`config.mk`:
```
export PLATFORM = sky130hd
export DESIGN_NAME = ahb_arbiter_flat
export DESIGN_NICKNAME = d
export VERILOG_FILES = /design/src/rtl/ahb_pkg.sv /design/src/rtl/ahb_arbiter_if.sv /design/src/rtl/rr_picker.sv /design/src/rtl/ahb_arbiter.sv /design/src/flat_wrapper.sv
export SDC_FILE = /design/constraint.sdc
export NUM_CORES = 1
export LEC_CHECK = 0
export CELL_PAD_IN_SITES_DETAIL_PLACEMENT = 1
export CELL_PAD_IN_SITES_GLOBAL_PLACEMENT = 2
export CORE_MARGIN = 1.5
export CORE_UTILIZATION = 32
export CTS_BUF_LIST = sky130_fd_sc_hd__clkbuf_4 sky130_fd_sc_hd__clkbuf_8 sky130_fd_sc_hd__clkbuf_16
export CTS_CLUSTER_DIAMETER = 40
export CTS_CLUSTER_SIZE = 16
export DETAILED_ROUTE_END_ITERATION = 8
export PLACE_DENSITY = 0.77
export RECOVER_POWER = 50
export REMOVE_ABC_BUFFERS = 1
export SLEW_MARGIN = 20
export SYNTH_ARGS = -nofsm -noshare
export SYNTH_HDL_FRONTEND = slang
export SYNTH_SLANG_ARGS = --single-unit
```
`constraint.sdc`:
```
create_clock -name clk -period 2.8 [get_ports clk]
set_clock_uncertainty 0.2 [all_clocks]
set_input_delay 0.84 -clock clk [delete_from_list [all_inputs] [get_ports clk]]
set_output_delay 0.84 -clock clk [all_outputs]
set_load 0.02 [all_outputs]
```
`src/rtl/ahb_pkg.sv`:
```
// Shared AHB types for the arbiter, subordinate and manager models.
package ahb_pkg;

   typedef enum logic [1:0] {
      IDLE   = 2'd0,
      BUSY   = 2'd1,
      NONSEQ = 2'd2,
      SEQ    = 2'd3
   } trans_t;

   typedef enum logic [1:0] {
      DEFAULT = 2'd0,
      OWNED   = 2'd1,
      LOCKED  = 2'd2
   } arb_state_t;

   localparam int BeatCntWidth = 8;
   localparam logic [BeatCntWidth-1:0] BeatCntMax = '1;

   // A beat that actually moves data, as opposed to IDLE/BUSY filler.
   function automatic logic is_xfer(trans_t t);
      return (t == NONSEQ) || (t == SEQ);
   endfunction

endpackage

```
`src/rtl/ahb_arbiter_if.sv`:
```
// Arbitration signals between the AHB managers and the bus arbiter.
interface ahb_arbiter_if #(
   parameter int NumManagers = 4
);
   localparam int IdWidth = $clog2(NumManagers);

   logic [NumManagers-1:0] busReq;
   logic [NumManagers-1:0] lock;
   ahb_pkg::trans_t        trans;
   logic                   readyOut;
   logic [NumManagers-1:0] grant;
   logic [IdWidth-1:0]     addrOwner;
   logic [IdWidth-1:0]     dataOwner;
   logic                   locked;

   modport slave (
      input  busReq, lock, trans, readyOut,
      output grant, addrOwner, dataOwner, locked
   );

   modport master (
      output busReq, lock, trans, readyOut,
      input  grant, addrOwner, dataOwner, locked
   );

endinterface

```
`src/rtl/rr_picker.sv`:
```
// Round-robin pick: first requester after the current owner, owner itself last,
// falling back to the default manager when nobody requests.
module rr_picker #(
   parameter int NumManagers = 4,
   parameter int IdWidth     = $clog2(NumManagers)
) (
   input  logic [NumManagers-1:0] req,
   input  logic [IdWidth-1:0]     owner,
   input  logic [IdWidth-1:0]     default_id,
   output logic [IdWidth-1:0]     pick,
   output logic                   any_req
);

   logic               found;
   logic [IdWidth-1:0] idx;

   // NOTE: every variable written in always_comb gets a value before any
   // branch; a path that leaves one unassigned infers a latch.
   always_comb begin
      pick    = default_id;
      any_req = |req;
      found   = 1'b0;
      idx     = '0;
      for (int i = 1; i <= NumManagers; i++) begin
         idx = IdWidth'((int'(owner) + i) % NumManagers);
         if (!found && req[idx]) begin
            pick  = idx;
            found = 1'b1;
         end
      end
   end

endmodule

```
`src/rtl/ahb_arbiter.sv`:
```
// Round-robin AHB bus arbiter with lock support, address/data owner pipeline
// and an optional per-tenure beat quota.
module ahb_arbiter
   import ahb_pkg::*;
#(
   parameter int NumManagers    = 4,
   parameter int DefaultManager = 0,
   parameter int MaxBeats       = 16
) (
   input  logic          clk,
   input  logic          nReset,
   ahb_arbiter_if.slave  bus
);

   localparam int IdWidth = $clog2(NumManagers);
   localparam logic [IdWidth-1:0]     DefaultId    = IdWidth'(DefaultManager);
   localparam logic [NumManagers-1:0] DefaultGrant = NumManagers'(1) << DefaultManager;

   logic [NumManagers-1:0]  grant_q, grant_d;
   logic [IdWidth-1:0]      owner_q, owner_d;
   logic [IdWidth-1:0]      addr_owner_q, addr_owner_d;
   logic [IdWidth-1:0]      data_owner_q, data_owner_d;
   logic                    locked_q, locked_d;
   logic [BeatCntWidth-1:0] beat_cnt_q, beat_cnt_d;
   arb_state_t              state_q, state_d;

   logic [IdWidth-1:0] pick_id;
   logic               any_req;
   logic               others_req;
   logic               quota_hit;
   logic               rearb;
   logic               grant_move;

   rr_picker #(
      .NumManagers (NumManagers),
      .IdWidth     (IdWidth)
   ) u_picker (
      .req        (bus.busReq),
      .owner      (owner_q),
      .default_id (DefaultId),
      .pick       (pick_id),
      .any_req    (any_req)
   );

   always_comb begin
      grant_d      = grant_q;
      owner_d      = owner_q;
      addr_owner_d = addr_owner_q;
      data_owner_d = data_owner_q;
      locked_d     = locked_q;
      beat_cnt_d   = beat_cnt_q;
      state_d      = state_q;

      others_req = |(bus.busReq & ~grant_q);
      // Quota never splits a burst: hand-off waits for a non-SEQ/BUSY beat.
      quota_hit  = (MaxBeats != 0) && (int'(beat_cnt_q) >= MaxBeats) && others_req &&
                   (bus.trans != SEQ) && (bus.trans != BUSY);
      rearb      = !locked_q && (!bus.busReq[owner_q] || (bus.trans == IDLE) || quota_hit);
      grant_move = rearb && (pick_id != owner_q);

      if (bus.readyOut) begin
         addr_owner_d = owner_q;
         data_owner_d = addr_owner_q;
         locked_d     = bus.lock[addr_owner_q] && (bus.trans != IDLE);

         if (grant_move) begin
            owner_d    = pick_id;
            grant_d    = NumManagers'(1) << pick_id;
            beat_cnt_d = '0;
         end else if (is_xfer(bus.trans) && (beat_cnt_q != BeatCntMax)) begin
            beat_cnt_d = beat_cnt_q + 1'b1;
         end

         if (locked_d) begin
            state_d = LOCKED;
         end else if (rearb) begin
            state_d = any_req ? OWNED : DEFAULT;
         end else if (state_q == LOCKED) begin
            state_d = OWNED;
         end else if ((state_q == DEFAULT) && bus.busReq[owner_q]) begin
            state_d = OWNED;
         end
      end
   end

   // NOTE: sequential state uses non-blocking assignments so every register
   // samples the pre-edge values regardless of statement order.
   always_ff @(posedge clk or negedge nReset) begin
      if (!nReset) begin
         grant_q      <= DefaultGrant;
         owner_q      <= DefaultId;
         addr_owner_q <= DefaultId;
         data_owner_q <= DefaultId;
         locked_q     <= 1'b0;
         beat_cnt_q   <= '0;
         state_q      <= DEFAULT;
      end else begin
         grant_q      <= grant_d;
         owner_q      <= owner_d;
         addr_owner_q <= addr_owner_d;
         data_owner_q <= data_owner_d;
         locked_q     <= locked_d;
         beat_cnt_q   <= beat_cnt_d;
         state_q      <= state_d;
      end
   end

   assign bus.grant     = grant_q;
   assign bus.addrOwner = addr_owner_q;
   assign bus.dataOwner = data_owner_q;
   assign bus.locked    = locked_q;

endmodule

```
`src/flat_wrapper.sv`:
```
// flat-port wrapper written by rule: the top's interface ports become plain ports
module ahb_arbiter_flat import ahb_pkg::*;
#(
   parameter int NumManagers    = 4,
   parameter int DefaultManager = 0,
   parameter int MaxBeats       = 16
)
  (clk, nReset, bus_busReq, bus_lock, bus_trans, bus_readyOut, bus_grant, bus_addrOwner, bus_dataOwner, bus_locked);
  ahb_arbiter_if #(.NumManagers(NumManagers)) bus_i ();
  input  logic clk;
  input  logic nReset;
  input wire logic [$bits(bus_i.busReq)-1:0] bus_busReq;
  input wire logic [$bits(bus_i.lock)-1:0] bus_lock;
  input wire logic [$bits(bus_i.trans)-1:0] bus_trans;
  input wire logic [$bits(bus_i.readyOut)-1:0] bus_readyOut;
  output wire logic [$bits(bus_i.grant)-1:0] bus_grant;
  output wire logic [$bits(bus_i.addrOwner)-1:0] bus_addrOwner;
  output wire logic [$bits(bus_i.dataOwner)-1:0] bus_dataOwner;
  output wire logic [$bits(bus_i.locked)-1:0] bus_locked;
  assign bus_i.busReq = bus_busReq;
  assign bus_i.lock = bus_lock;
  assign bus_i.trans = bus_trans;
  assign bus_i.readyOut = bus_readyOut;
  assign bus_grant = bus_i.grant;
  assign bus_addrOwner = bus_i.addrOwner;
  assign bus_dataOwner = bus_i.dataOwner;
  assign bus_locked = bus_i.locked;
  ahb_arbiter #(.NumManagers(NumManagers), .DefaultManager(DefaultManager), .MaxBeats(MaxBeats)) u_core (.clk(clk), .nReset(nReset), .bus(bus_i));
endmodule
```
==> results of run 1 <==
## logic make-up (layout without fill, tap and decap cells)
logic type	Yosys count	in the layout
adders and majority gates	2	2
AOI/OAI and AO/OA	29	29
xor gates and xnor gates	1	1
muxes	13	13
and+or+nand+nor	39	39
DFF	19	19
buffers and inverters	12	46
## placed cells by master, fill, tap and decap left out, types with 2 or more instances in the layout
cell / instances
and2b_1: 2
and3b_1: 2
buf_4: 9
clkbuf_1: 3
clkbuf_8: 3
clkdlybuf4s50_1: 16
dfrtp_1: 18
dlygate4sd3_1: 3
dlymetal6s2s_1: 2
ha_1: 2
inv_1: 9
mux2_2: 4
mux2_4: 4
mux2i_1: 4
nand2_1: 10
nand3_1: 3
nand4_1: 3
nor2_1: 7
nor3_1: 3
o2111ai_1: 2
o21ai_0: 10
o22ai_1: 2
o31ai_1: 3
o32ai_2: 2
or2b_1: 2
## Yosys cell counts (all sizes together), types with 3 or more instances
master and instances:
mux2i 4, inv 9, o21ai 11, o32ai 3, nand4 4, nor2 8
dfrtp 18, nand2 10, buf 3, mux2 8, nor3 3, nand3 3
o31ai 3
## area by class of cell
type / count / area (sq um) / share of cell area
Clock buffer: 3 / 41.29 / 0.02648
Clock inverter: 1 / 5.005 / 0.003210
Inverter: 9 / 33.78 / 0.02167
Multi-Input combinational cell: 84 / 650.6 / 0.4173
Sequential cell: 19 / 476.7 / 0.3058
Tap cell: 46 / 57.56 / 0.03692
Timing Repair Buffer: 33 / 294.0 / 0.1886
## sequential cells by signal, summed over array words and instances (netlist names)
register / flops
u_core.bus.locked: 1
u_core.bus.dataOwner: 2
u_core.beat_cnt_q: 8
u_core.bus.addrOwner: 2
u_core.bus.grant: 4
u_core.owner_q: 2
## worst max-delay path, stage by stage
cell,delay (ns)
clkdlybuf4s50_1,0.58
and3b_1,0.21
o2111ai_1,0.29
nand4_2,0.18
nor2_4,0.21
mux2_4,0.32
## how the worst max path moves through the flow
stage / from / endpoint / slack (ns)
after floorplan: bus_busReq[3] / u_core.bus.grant[3] / 0.44
after global placement: bus_busReq[2] / u_core.owner_q[1] / -0.13
after detailed placement: bus_busReq[0] / u_core.beat_cnt_q[4] / -0.18
after CTS: bus_busReq[0] / u_core.beat_cnt_q[4] / 0.09
after global routing: bus_busReq[1] / u_core.bus.grant[2] / 0.03
final: bus_busReq[2] / u_core.owner_q[1] / 0.12
## power breakdown
group / switching [mW] / internal [mW]
clock network: 0.0939 / 0.0989
registers: 0.119 / 0.372
logic: 0.310 / 0.354
total: 0.522 / 0.825
## per-stage QoR
step | utilization | setup slack, ns | cell area, sq um | cells | hold WS (ns)
floorplan | - | 0.4444 | 1154 | 112 | 0.3041
global placement | 0.4391 | -0.1300 | 1511 | 191 | 0.2909
detailed placement | 0.4391 | -0.1819 | 1511 | 191 | 0.3025
CTS | 0.4526 | 0.09270 | 1558 | 195 | 0.3189
global route | 0.4529 | 0.03417 | 1559 | 195 | 0.3381
finish | 0.4529 | 0.1220 | 1559 | 195 | 0.3124
## routing by layer
layer / vias to the layer above / track usage
met5: - / 0
met4: 0 / 0.05707
met3: 2 / 0.02817
met2: 13 / 0.2656
met1: 500 / 0.2016
li1: 494 / -
==> metrics.md, run 1 <==
| Metric | Value |
|---|---|
| Final Hold Violating Endpoints | 0 |
| Initial antenna violation count | 0 |
| Global-route wire length before repair | a little over 5000 um |
| Initial core utilization | 0.3450 |
| Die Height | 63.92 um |
| DR pass1 iterations | 4 |
| Least-Margin Pin Slew | approximately 0.74 ns |
| Largest family of logic cells by synthesized area | compound AO/OA/AOI/OAI gates |
| Initial DRC Count | 29 |
| Buffers on Ports | 21 |
| Clock latency on the worst-skew pair | roughly 0.26 ns |
| Grt ovf | 0 |
| Synth Area in Simple Gates | 0.1834 |
| Netlist Area Pre-Place | between 0.001 and 0.0015 sq mm |
| HP Class | flop to flop |
| # diodes | 0 |
| R2R Setup Slk | approximately 0.73 ns |
| IO Pins | 22 |
| DR WL met3 | roughly 64 um |
| Total negative slack | 0 ns |
| Hold Crit Start | u_core.bus.dataOwner[1] |
| Syn avg cell area | approximately 10 sq um |
| Highest metal used | met4 |
| Post-synthesis compound-gate area fraction | 0.1886 |
| GRT Util Overall | 0.1579 |
| Status | finished, final reports clean |
| FFs w/ async S/R, synth | 1.000 |
| Post-synth top area share | 0.3793 |
| Worst Setup End Kind | flop |
| Post-synth cell types | 40 |
| Number of global-route vias before repair | between 1000 and 1500 |
| Worst r2r src | u_core.owner_q[1] |
| Dominant cells by area after synthesis | dfrtp_1, mux2_4, o21ai_0, mux2_2, mux2i_1 |
| Post-synthesis sequential area ratio | 0.4015 |
| Seq cells post-synth | 19 |
| DRC errors left | 0 |
| Row Count | 21 |
| Vias/cell | 5.174 |
| Reg clk slew, reported paths | around 0.080 ns |
| Routed wl met2 | roughly 1500 um |
| Hold Path End | u_core.bus.dataOwner[1] |
| R2R depth | 6 |
| Final WL | about 3000 um |
| Final clock period utilization by the worst path | 0.9564 |
| Post-synthesis adder-cell area fraction | 0.02107 |
| Hold path cells | 1 |
| Most used DFF post-synth | dfrtp_1 |
| Clock Root Buffer | clkbuf_8 |
| Arrival time of the worst setup path | around 2.6 ns |
| Worst path required time | 2.75 ns |
| Share of cells above drive strength 1 | 0.2081 |
| Vias | between 1000 and 1500 |
| H-tree depth | 1 |
| Hold Buf Count CTS | 0 |
| EDFF count, synth | 0 |
| Multiplexer area fraction after synthesis | 0.1412 |
| Mapped Cells | 115 |
| FILL cells | between 400 and 500 |
| Post-CTS Resized | 0 |
| Reg-to-reg endpoint | u_core.beat_cnt_q[2] |
| Die width | about 64 um |
| Maximum VDD drop | around 320 uV |
| Clk buf depth | 2 |
| Largest net degree at the start of global routing | 14 |
| CTS tree | yes |
| Total core area | roughly 0.0034 sq mm |
| # nets final | 165 |
| Pwr Total | roughly 1.3 mW |
| Critical path launch point type | input port |
| RSZ-0062 raised after global routing | false |
| Slew Limit Fails | 0 |
| Die area | ~0.0041 sq mm |
| Area Growth Syn to Fin | 31.30% |
| Crit-path max FO | 7 |
| Hpwl dp | between 2000 and 2500 um |
| PwrDens | roughly 860 mW/mm^2 |
| WS Path Type | input port to flop |
| Final Setup Violations | 0 |
| Ys Warns | 0 |
| Maximum operating frequency | between 300 and 400 MHz |
| Slew HR | 0.5084 |
| Total CTS buffers | 3 |
| Drt wl/cell | 15.16 um |
| GP Congestion | roughly 0.74 |
| Final ANT Viol Nets | 0 |
| Pleak | 0.6642 nW |
| Met1 WL | roughly 1400 um |
| XOR/XNOR Fraction of Synth Area | 0.007376 |
| Max-Cap Viols | 0 |
| Cell taking the most area after synthesis | dfrtp_1 |
| CTS sink cnt | 19 |
| Postcts setup bufs | 0 |
| Min Clock Period, post-route | 2.678 ns |
Power figures use the tool's default switching activity.
==> inputs of run 2 (changes only) <==
TNS_END_PERCENT = 5   (was not set)
==> results of run 2 <==
No change in the layout: final DEF, timing and power equal those of run 1.
==> inputs of run 3 (changes only) <==
--- a/config.mk
+++ b/config.mk
@@ -10,5 +10,5 @@
 export CORE_MARGIN = 1.5
 export CORE_UTILIZATION = 32
-export CTS_BUF_LIST = sky130_fd_sc_hd__clkbuf_4 sky130_fd_sc_hd__clkbuf_8 sky130_fd_sc_hd__clkbuf_16
+export CTS_BUF_LIST = sky130_fd_sc_hd__clkbuf_16
 export CTS_CLUSTER_DIAMETER = 40
 export CTS_CLUSTER_SIZE = 16
@@ -17,4 +17,5 @@
 export RECOVER_POWER = 50
 export REMOVE_ABC_BUFFERS = 1
+export SKIP_LAST_GASP = 1
 export SLEW_MARGIN = 20
 export SYNTH_ARGS = -nofsm -noshare
==> constraint.sdc (replaced) <==
create_clock -name clk -period 2.8 [get_ports clk]
set_clock_uncertainty 0.2 [all_clocks]
set_input_delay 0.56 -clock clk [delete_from_list [all_inputs] [get_ports clk]]
set_output_delay 0.56 -clock clk [all_outputs]
set_load 0.02 [all_outputs]
==> metrics.md, run 3 (same netlist as run 1, synthesis figures left out) <==
| Metric | Value |
|---|---|
| Commonest non-fill, non-tap cell in the layout | clkdlybuf4s50_1 |
| Vias/cell | 5.339 (+3.2%) |
| Clk buf depth | 2 (unchanged) |
| Reg-to-reg endpoint | u_core.beat_cnt_q[1] |
| Min Clock Period, post-route | 2.468 ns (-0.2098 ns) |
| Final clock period utilization by the worst path | 0.8815 (-0.07494) |
| Status | finished, final reports clean |
| Net switching fraction of the power | 0.3729 (-0.01475) |
| Worst Setup End Kind | flop |
| Number of global-route vias before repair | 1123 (+4.8%) |
| Slowest stage delay, CP | 0.60 ns (+0.02 ns) |
| Sequential Power Share | 0.345 (-0.019) |
| Least-Margin Pin Slew | 1.122 ns (+0.3851 ns) |
| Final WL | 3083 um (+4.3%) |
| Largest register FFs | 8 (unchanged) |
| Share of cells above drive strength 1 | 0.1678 (-0.04022) |
| Total negative slack | 0 ns (unchanged) |
| Internal | 895.1 uW (+8.5%) |
| DR pass1 iterations | 4 (unchanged) |
| Biggest register | u_core.beat_cnt_q |
| # diodes | 0 (unchanged) |
| Final Setup Violations | 0 (unchanged) |
| Largest net degree at the start of global routing | 20 (+6) |
| DRC errors left | 0 (unchanged) |
| DP Worst Slack | 0.07850 ns (+0.2604 ns) |
| Critical path launch point type | input port |
| Critical path's slowest cell | clkdlybuf4s50_1 |
| Most frequent cells in the layout | clkdlybuf4s50_1, dfrtp_1, inv_1, o21ai_0, nand2_1 |
| Maximum operating frequency | 405.2 MHz (+8.5%) |
| Final WS setup | 0.3318 ns (+0.2098 ns) |
| Global-route wire length before repair | 5319 um (+4.6%) |
| Hold path cells | 1 (unchanged) |
| Clock latency on the worst-skew pair | 0.25 ns (about the same) |
| Clock Root Buffer | clkbuf_16 |
| # nets final | 159 (-3.6%) |
| RSZ-0062 raised after global routing | false |
| Final hold slack | 0.3093 ns (-0.003055 ns) |
| Reg clk slew, reported paths | 0.06 ns (-0.02 ns) |
| CTS sink cnt | 19 (unchanged) |
| Buffers on Ports | 21 (unchanged) |
| Multi-input combinational cell area | 643.1 sq um (-1.2%) |
| Combinational power share | 0.448 (-0.045) |
| WS Path Type | input port to flop |
| Slew HR | 0.2517 (-0.2567) |
| Hpwl dp | 2302 um (-2.7%) |
| Hold Buf Count CTS | 0 (unchanged) |
| Die area | 0.004085 sq mm (unchanged) |
| Initial core utilization | 0.3450 (unchanged) |
| Hold Path End | u_core.bus.dataOwner[0] |
| Max-Cap Viols | 0 (unchanged) |
| PwrDens | 928.2 mW/mm^2 (+7.4%) |
| Worst r2r src | u_core.owner_q[1] |
| GRT Util Overall | 0.1676 (+0.009705) |
| Die Height | 63.92 um (unchanged) |
| IO Pins | 22 (unchanged) |
| Post-CTS Resized | 0 (unchanged) |
| Reg area | 476.7 sq um (unchanged) |
| Slew Limit Fails | 0 (unchanged) |
| Die width | 63.92 um (unchanged) |
| Buf+Inv Stages, Crit Path | 1 (unchanged) |
| Area Growth Syn to Fin | 29.50% |
| FILL cells | 409 (+1.7%) |
| GP Congestion | 0.7583 (+2.0%) |
| R2R depth | 6 (unchanged) |
| Final ANT Viol Nets | 0 (unchanged) |
| Worst path required time | 2.73 ns (-0.02 ns) |
| Final Hold Violating Endpoints | 0 (unchanged) |
| Drt wl/cell | 16.31 um (+7.6%) |
| P_sw | 532.3 uW (+1.9%) |
| Arrival time of the worst setup path | 2.40 ns (-0.23 ns) |
| Family with the most delay on the worst path | simple AND/OR/NAND/NOR gates |
| Initial DRC Count | 77 (+170%) |
| Clock network power share | 0.207 (+0.064) |
| Vias | 1009 (unchanged) |
| Crit-path max FO | 7 (unchanged) |
| Pleak | 0.6357 nW (-4.3%) |
| CTS tree | yes |
| Grt ovf | 0 (unchanged) |
| Hold Crit Start | u_core.bus.dataOwner[0] |
| Postcts setup bufs | 0 (unchanged) |
| Maximum VDD drop | 331.3 uV (+2.0%) |
| CP startpoint | bus_busReq[0] |
| Worst path cell trace | clkdlybuf4s50_1, and3b_1, o21ai_0, nand4_2, nor2_4, mux2_4 |
| HP Class | flop to flop |
| Total CTS buffers | 3 (unchanged) |
| Initial antenna violation count | 0 (unchanged) |
| R2R Setup Slk | 0.70 ns (-0.03 ns) |
| Total core area | 0.003442 sq mm (unchanged) |
| H-tree depth | 1 (unchanged) |
| Row Count | 21 (unchanged) |
## run 3: cell count changes in the layout (fill, tap and decap cells not counted), moves of 2 or more
cell and delta:
clkbuf_16 +3, buf_4 -5, clkdlybuf4s50_1 +3, dlymetal6s2s_1 -2, clkbuf_8 -3
## run 3: cell type report
type,count,area share
multi-input combinational,84,0.4182
tap,46,0.03743
sequential,19,0.3100
clock buffer,3,0.04882
inverter,9,0.02197
timing repair buffer,27,0.1611
clock inverter,1,0.002441
## run 3: worst max path at each step
stage	end	slack (ns)	cells past startpoint
6_report	u_core.bus.grant[3]	0.33	6
5_1_grt	u_core.beat_cnt_q[1]	0.19	7
4_1_cts	u_core.bus.grant[1]	0.33	6
3_5_place_dp	u_core.bus.grant[1]	0.08	6
3_3_place_gp	u_core.bus.grant[3]	0.12	6
2_1_floorplan	u_core.bus.grant[3]	0.72	5
## run 3: through the flow
stage | utilization | cell area, sq um | power (mW) | std cells
floorplan | - | 1154 | 0.8655 | 112
global placement | 0.4260 | 1466 | 1.126 | 185
detailed placement | 0.4260 | 1466 | 1.143 | 185
CTS | 0.4489 | 1545 | 1.446 | 189
global route | 0.4467 | 1538 | 1.525 | 189
finish | 0.4467 | 1538 | 1.427 | 189
## run 3: power groups by stage
stage	registers, mW	clock network, mW	logic (mW)
global route	0.514	0.318	0.693
finish	0.493	0.295	0.640
detailed placement	0.498	0	0.645
CTS	0.495	0.298	0.653
global placement	0.496	0	0.630
floorplan	0.535	0	0.331
## run 3: worst register-to-register path: cells and delay by family, from the launching register on
family                 cells  cell delay [ns]
multiplexers               2             0.44
flip-flops                 1             0.54
AO/OA/AOI/OAI              2             0.54
AND/OR/NAND/NOR            1             0.11
buffers and inverters      1             0.18
## run 3: layer usage
metal  global-route usage  vias to the layer above  part of all wire
li1                     -                      479                 -
met1               0.2049                      503              0.46
met2               0.2786                       19              0.49
met3              0.02289                        8             0.018
met4               0.1005                        0             0.034
met5                    0                        -                 0
